$ cat src/rtl/bch_pkg.sv
// Shared GF(16) constants, FSM state type and constant multipliers for the BCH(15,7) decoder chain.
// Field is GF(2^4) generated by x^4+x+1; elements are 4-bit polynomial-basis vectors.
package bch_pkg;

  localparam int GF_M = 4;
  localparam int BCH_N = 15;
  localparam int BCH_K = 7;
  localparam logic [4:0] PRIM_POLY = 5'b10011;

  typedef enum logic [1:0] {
    IDLE,
    BUSY,
    DONE
  } state_e;

  // Multiply by a: shift up, fold x^4 back as x+1.
  function automatic logic [GF_M-1:0] gf_mul_a(input logic [GF_M-1:0] s);
    return {s[2:0], 1'b0} ^ (s[3] ? PRIM_POLY[3:0] : 4'h0);
  endfunction

  function automatic logic [GF_M-1:0] gf_mul_a2(input logic [GF_M-1:0] s);
    return {s[1], s[0] ^ s[3], s[3] ^ s[2], s[2]};
  endfunction

  function automatic logic [GF_M-1:0] gf_mul_a3(input logic [GF_M-1:0] s);
    return {s[0] ^ s[3], s[3] ^ s[2], s[2] ^ s[1], s[1]};
  endfunction

endpackage

$ cat src/rtl/bch_syndrome_seq_step.sv
// Combinational Horner fold of BITS_PER_CYCLE received bits, highest index first,
// into the three running syndromes.
module bch_syn_step
  import bch_pkg::*;
#(
  parameter int BITS_PER_CYCLE = 1
) (
  input  logic [BCH_N-1:0] word_i,
  input  logic [3:0]       cnt_i,
  input  logic [GF_M-1:0]  s1_i,
  input  logic [GF_M-1:0]  s2_i,
  input  logic [GF_M-1:0]  s3_i,
  output logic [GF_M-1:0]  s1_o,
  output logic [GF_M-1:0]  s2_o,
  output logic [GF_M-1:0]  s3_o
);

  logic [GF_M-1:0] t1, t2, t3;
  logic [3:0]      idx;

  always_comb begin
    t1  = s1_i;
    t2  = s2_i;
    t3  = s3_i;
    idx = cnt_i;
    for (int n = 0; n < BITS_PER_CYCLE; n++) begin
      idx = cnt_i - 4'(n);
      t1  = gf_mul_a(t1)  ^ {3'b000, word_i[idx]};
      t2  = gf_mul_a2(t2) ^ {3'b000, word_i[idx]};
      t3  = gf_mul_a3(t3) ^ {3'b000, word_i[idx]};
    end
    s1_o = t1;
    s2_o = t2;
    s3_o = t3;
  end

endmodule

$ cat src/rtl/bch_syndrome_seq.sv
// Sequential S1/S2/S3 syndrome generator for BCH(15,7): one word per handshake,
// folded BITS_PER_CYCLE bits per clock, result held until the consumer takes it.
module bch_syndrome_seq
  import bch_pkg::*;
#(
  parameter int BITS_PER_CYCLE = 1
) (
  input  logic                clk,
  input  logic                rst_n,
  input  logic                in_valid,
  output logic                in_ready,
  input  logic [BCH_N-1:0]    in_word,
  output logic                out_valid,
  input  logic                out_ready,
  output logic [BCH_N-1:0]    out_word,
  output logic [GF_M-1:0]     out_syn1,
  output logic [GF_M-1:0]     out_syn2,
  output logic [GF_M-1:0]     out_syn3,
  output logic                out_err
);

  localparam logic [3:0] START_CNT = 4'(BCH_N - 1);
  localparam logic [3:0] STEP      = 4'(BITS_PER_CYCLE);
  localparam logic [3:0] LAST_CNT  = 4'(BITS_PER_CYCLE - 1);

  state_e              state_q, state_d;
  logic [3:0]          cnt_q;
  logic [BCH_N-1:0]    word_q;
  logic [GF_M-1:0]     s1_q, s2_q, s3_q;
  logic [GF_M-1:0]     s1_n, s2_n, s3_n;
  logic                err_q;

  bch_syn_step #(
    .BITS_PER_CYCLE(BITS_PER_CYCLE)
  ) u_step (
    .word_i(word_q),
    .cnt_i (cnt_q),
    .s1_i  (s1_q),
    .s2_i  (s2_q),
    .s3_i  (s3_q),
    .s1_o  (s1_n),
    .s2_o  (s2_n),
    .s3_o  (s3_n)
  );

  always_ff @(posedge clk) begin
    if (!rst_n) state_q <= IDLE;
    else        state_q <= state_d;
  end

  always_comb begin
    state_d = state_q;
    case (state_q)
      IDLE:    if (in_valid) state_d = BUSY;
      BUSY:    if (cnt_q == LAST_CNT) state_d = DONE;
      DONE:    if (out_ready) state_d = IDLE;
      default: state_d = IDLE;
    endcase
  end

  always_comb begin
    in_ready  = (state_q == IDLE);
    out_valid = (state_q == DONE);
  end

  // Syndromes only move while BUSY, so they are frozen for the whole DONE hold.
  always_ff @(posedge clk) begin
    if (!rst_n) begin
      cnt_q  <= '0;
      word_q <= '0;
      s1_q   <= '0;
      s2_q   <= '0;
      s3_q   <= '0;
      err_q  <= 1'b0;
    end else begin
      case (state_q)
        IDLE: if (in_valid) begin
          word_q <= in_word;
          cnt_q  <= START_CNT;
          s1_q   <= '0;
          s2_q   <= '0;
          s3_q   <= '0;
          err_q  <= 1'b0;
        end
        BUSY: begin
          s1_q  <= s1_n;
          s2_q  <= s2_n;
          s3_q  <= s3_n;
          cnt_q <= cnt_q - STEP;
          if (cnt_q == LAST_CNT) err_q <= |{s1_n, s2_n, s3_n};
        end
        default: ;
      endcase
    end
  end

  assign out_word = word_q;
  assign out_syn1 = s1_q;
  assign out_syn2 = s2_q;
  assign out_syn3 = s3_q;
  assign out_err  = err_q;

endmodule

$ cat config.mk
export PLATFORM = sky130hd
export DESIGN_NAME = bch_syndrome_seq
export DESIGN_NICKNAME = d
export VERILOG_FILES = /design/src/rtl/bch_pkg.sv /design/src/rtl/bch_syndrome_seq_step.sv /design/src/rtl/bch_syndrome_seq.sv
export SDC_FILE = /design/constraint.sdc
export NUM_CORES = 1
export LEC_CHECK = 0
export ABC_AREA = 0
export CAP_MARGIN = 20
export CORE_MARGIN = 2
export CORE_UTILIZATION = 40
export CTS_CLUSTER_SIZE = 14
export DETAILED_ROUTE_END_ITERATION = 10
export HOLD_SLACK_MARGIN = 0.15
export PLACE_DENSITY = 0.68
export SKIP_LAST_GASP = 1
export SLEW_MARGIN = 40
export SYNTH_ARGS = -nofsm -noshare
export SYNTH_HDL_FRONTEND = slang
export SYNTH_SLANG_ARGS = --single-unit
$ cat constraint.sdc
create_clock -name clk -period 5.5 [get_ports clk]
set_input_delay 1.1 -clock clk [delete_from_list [all_inputs] [get_ports clk]]
set_output_delay 1.1 -clock clk [all_outputs]
set_load 0.01 [all_outputs]
==> results list <==
* Run status: finished, final reports clean
- The number of nets handed over by synthesis was around 210.
- Total Neg Setup Slack: 0 ns
- Later-pin clock latency in the skew report: between 0.2 and 0.3 ns
* Post-DR vias/cell: just over 5
- Number of endpoints failing setup at the final stage: 0
- Number of global-route vias before repair: roughly 1300
- Met2 usage in global routing: a little over a quarter
- Global routing used between 10% and 20% of the available tracks across all layers.
- After synthesis, the share of cell area in mux cells is under 10%.
- The final route contains 1448 vias.
- Buffers inserted by post-CTS timing repair: 0
- Total clock buffers created by CTS: 5
- The synthesized netlist occupies a cell area of 1600 um^2.
- Post-layout min period: ~2.8 ns
- Combinational family with the most area after synthesis: simple AND/OR/NAND/NOR gates
- For the worst setup path, the data arrival time is roughly 3.0 ns.
- Post-route core utilization: 58.2%
* Setup CP Type: input pin to flip-flop
* Met3 routing resource usage after global routing: between 3 and 4%
* Final worst path period share: 50.4%
- The number of different library cells used by synthesis comes to 38.
* RSZ-0062 raised after global routing: false
- Cell internal power was estimated by the tool at 0.420 mW.
- Post-Synth Simple-Gate Area: 24.8%
- Of the total power, the share spent switching nets is roughly 29%.
- Wire length of the first global-routing pass: 6130 um
- The total area inside the core boundary comes to between 3000 and 4000 um^2.
- Synthesized-area fraction occupied by xor and xnor cells: 3.83%
* Master cell of the clock root buffer: clkbuf_8
* Highest fanout seen on the critical path: 18
* Count of boundary I/O pins: 49
* Cell types occupying the most area after synthesis: dfxtp_1, nand2_1, a21oi_1
- Antenna cell count: 0
* Flip-flop and latch count after synthesis: 34
- Global route overflow: 0
- The share of the Yosys chip area taken by registers is a little over two fifths.
* DRC violation count after routing: 0
- Area used by multi-input combinational logic: 862 um^2
- Post-synthesis instance total: 190
- Setup WS pre-CTS: approximately 2.4 ns
* Adder-cell area share of the yosys netlist: under 10%
- Relative to the synthesized area, the layout overhead comes to 36.0%.
- Fraction of registers with async set or reset after synthesis: 0%
* Final std cell area, no fill: 2180 um^2
- Routed wire length: between 3000 and 4000 um
- Static timing analysis puts the maximum clock frequency at between 300 and 400 MHz.
- Max-cap violation count: 0
- Post-CTS Resized: 0
- Placed Area: 2100 um^2
- Least-Margin Pin Slew: around 0.8 ns
- Per report_power, the sequential group accounts for roughly 48% of the total.
- Share of layout cells above drive strength 1: 6.41%
- Combinational logic burns a little under a quarter of the power.
* Critical Path RT: 5.68 ns
- Across the VDD grid, the largest voltage drop is between 0.0001 and 0.00015 V.
- The detail route stage leaves a number of antenna-violating nets equal to 0.
* Initial antenna violation count: 0
- Number of detailed-route iterations in the first pass: 4
* Count of input and output buffers: 48
* Startpoint type of the worst setup path: input pin
* Detail Placement HPWL: around 2600 um
- Worst slew margin relative to its limit: between 40% and 50%
- Proportion of netlist area held by the largest area contributor: 42.5%
- Number of clock sinks seen by CTS: 34
- Once placement completed, the tool counted placed cells totaling 275.
- Category of the worst setup path capture point: flip-flop
- Buffers inserted to repair hold after CTS numbered 0.
- Part of the total power dissipated in the clock network: between 20% and 30%
- Summed over all cells, the static leakage comes to ~0.81 nW.
* Area fraction in compound gates after synthesis: around 17%
- Final non-filler cell total: 282
- For this configuration, the core starts out at a cell density of 42.8%.
- Clock tree from TritonCTS: built
* Die width: ~67 um
- Predominant post-synthesis flop cell: dfxtp_1
- Counting the fill cells in the layout gives 386.
* Busiest layer in global routing: met2
- Met1 routing resource usage after global routing: roughly 25%
- Routed wirelength normalized by instance count: between 10 and 15 um
- Buffers from clock root to sink, at most: 2
- Yosys printed 0 warnings.
- Classification of the worst-slack hold path: flip-flop to flip-flop
- DR iter-0 viols: 104
- Htree depth: 2
- Die ar.: 4530 um^2
- The average instance in the mapped netlist occupies roughly 8.4 um^2.
- Yosys mapped a number of flops with a built-in enable equal to 0.
- Final worst-path setup slack: between 2 and 3 ns
- Area leader, netlist: dfxtp_1
* Site Rows: 22
- Largest net degree at the start of global routing: 24
- For this design the total switching power over the nets is 0.175 mW.
- Hold Fails Final Rpt: 0
- Slew Limit Fails: 0
* Clock Skew: ~0.0078 ns
* Die Height: between 60 and 70 um
- The sequential cells in the finished layout cover a total of 681 um^2.
- Ratio of total power to cell area: approximately 270 nW/um^2
* # nets final: between 200 and 300
* Weighted congestion reported at the end of routability-driven placement: 0.801
- Reg clk slew, reported paths: 0.06 ns
flip-flops by register name, indices dropped and copies added (netlist names):
register  flops
out_syn2      4
out_word     15
out_syn1      4
out_err       1
out_syn3      4
cnt_q         4
state_q       2
worst max-delay path, stage by stage:
cell and delay (ns):
clkdlybuf4s50_1 0.51, nor3b_4 0.65, nor2_1 0.28, o21ai_1 0.19, o21ai_1 0.07, and2_1 0.15
path summary, 6_finish.rpt:
path                startpoint      endpoint  slack [ns]  cells past startpoint
setup / recovery      in_valid   out_syn3[1]        2.73                      6
hold / removal    out_word[13]  out_word[13]        0.47                      2
setup reg to reg    state_q[0]       out_err        3.47                      5
hold reg to reg   out_word[13]  out_word[13]        0.47                      2
final cells by class:
cell class | instances | share of cell area, %
well taps | 48 | 2.76
multi-input cells | 140 | 39.6
repair buffers | 48 | 22.1
inverters | 5 | 0.862
flip-flops and latches | 34 | 31.2
clock buffers | 7 | 3.50
logic make-up (layout without fill, tap and decap cells):
logic type | Yosys count | count (layout)
and+or+nand+nor | 84 | 84
AOI/OAI and AO/OA | 41 | 41
xor gates and xnor gates | 7 | 7
DFF | 34 | 34
adders and majority gates | 2 | 2
buffers and inverters | 16 | 60
muxes | 6 | 6
cell usage in the layout (no fill, tap or decap), types with 4 or more instances in the layout:
cell type	instances
xor2_1	7
a21boi_0	5
nand3_1	10
nand2_1	47
a21oi_1	15
dfxtp_1	34
nor2_1	8
inv_1	4
a21boi_1	6
clkbuf_8	5
o21ai_1	7
clkdlybuf4s50_1	48
cells in the mapped netlist (2+ instances only):
| cell type | instances |
|---|---|
| nor3_1 | 2 |
| a21boi_1 | 6 |
| a21boi_0 | 5 |
| a21oi_1 | 15 |
| and3_1 | 2 |
| inv_1 | 4 |
| nand3_1 | 10 |
| mux4_2 | 2 |
| nor2b_1 | 3 |
| ha_1 | 2 |
| nor2_1 | 8 |
| mux2i_1 | 3 |
| clkbuf_1 | 10 |
| nand2_1 | 47 |
| dfxtp_1 | 34 |
| nor4_1 | 3 |
| o21ai_1 | 7 |
| xor2_1 | 7 |
per-layer routing:
layer	up-vias	part of all wire, %
li1	740	-
met2	41	42
met4	0	1.7
met5	-	0
met3	5	5.5
met1	662	51
power by group through the flow:
| stage | Combinational, mW | Sequential (mW) | Clock [mW] |
|---|---|---|---|
| floorplan | 0.0898 | 0.286 | 0 |
| global placement | 0.138 | 0.291 | 0 |
| detailed placement | 0.139 | 0.291 | 0 |
| CTS | 0.140 | 0.286 | 0.175 |
| global route | 0.153 | 0.289 | 0.190 |
| finish | 0.138 | 0.286 | 0.171 |
metrics by stage:
step	hold slack (ns)	power, mW
finish	0.471	0.596
global route	0.494	0.632
CTS	0.471	0.601
detailed placement	0.461	0.430
global placement	0.461	0.429
floorplan	0.477	0.376
(Power assumes the default switching activity.)
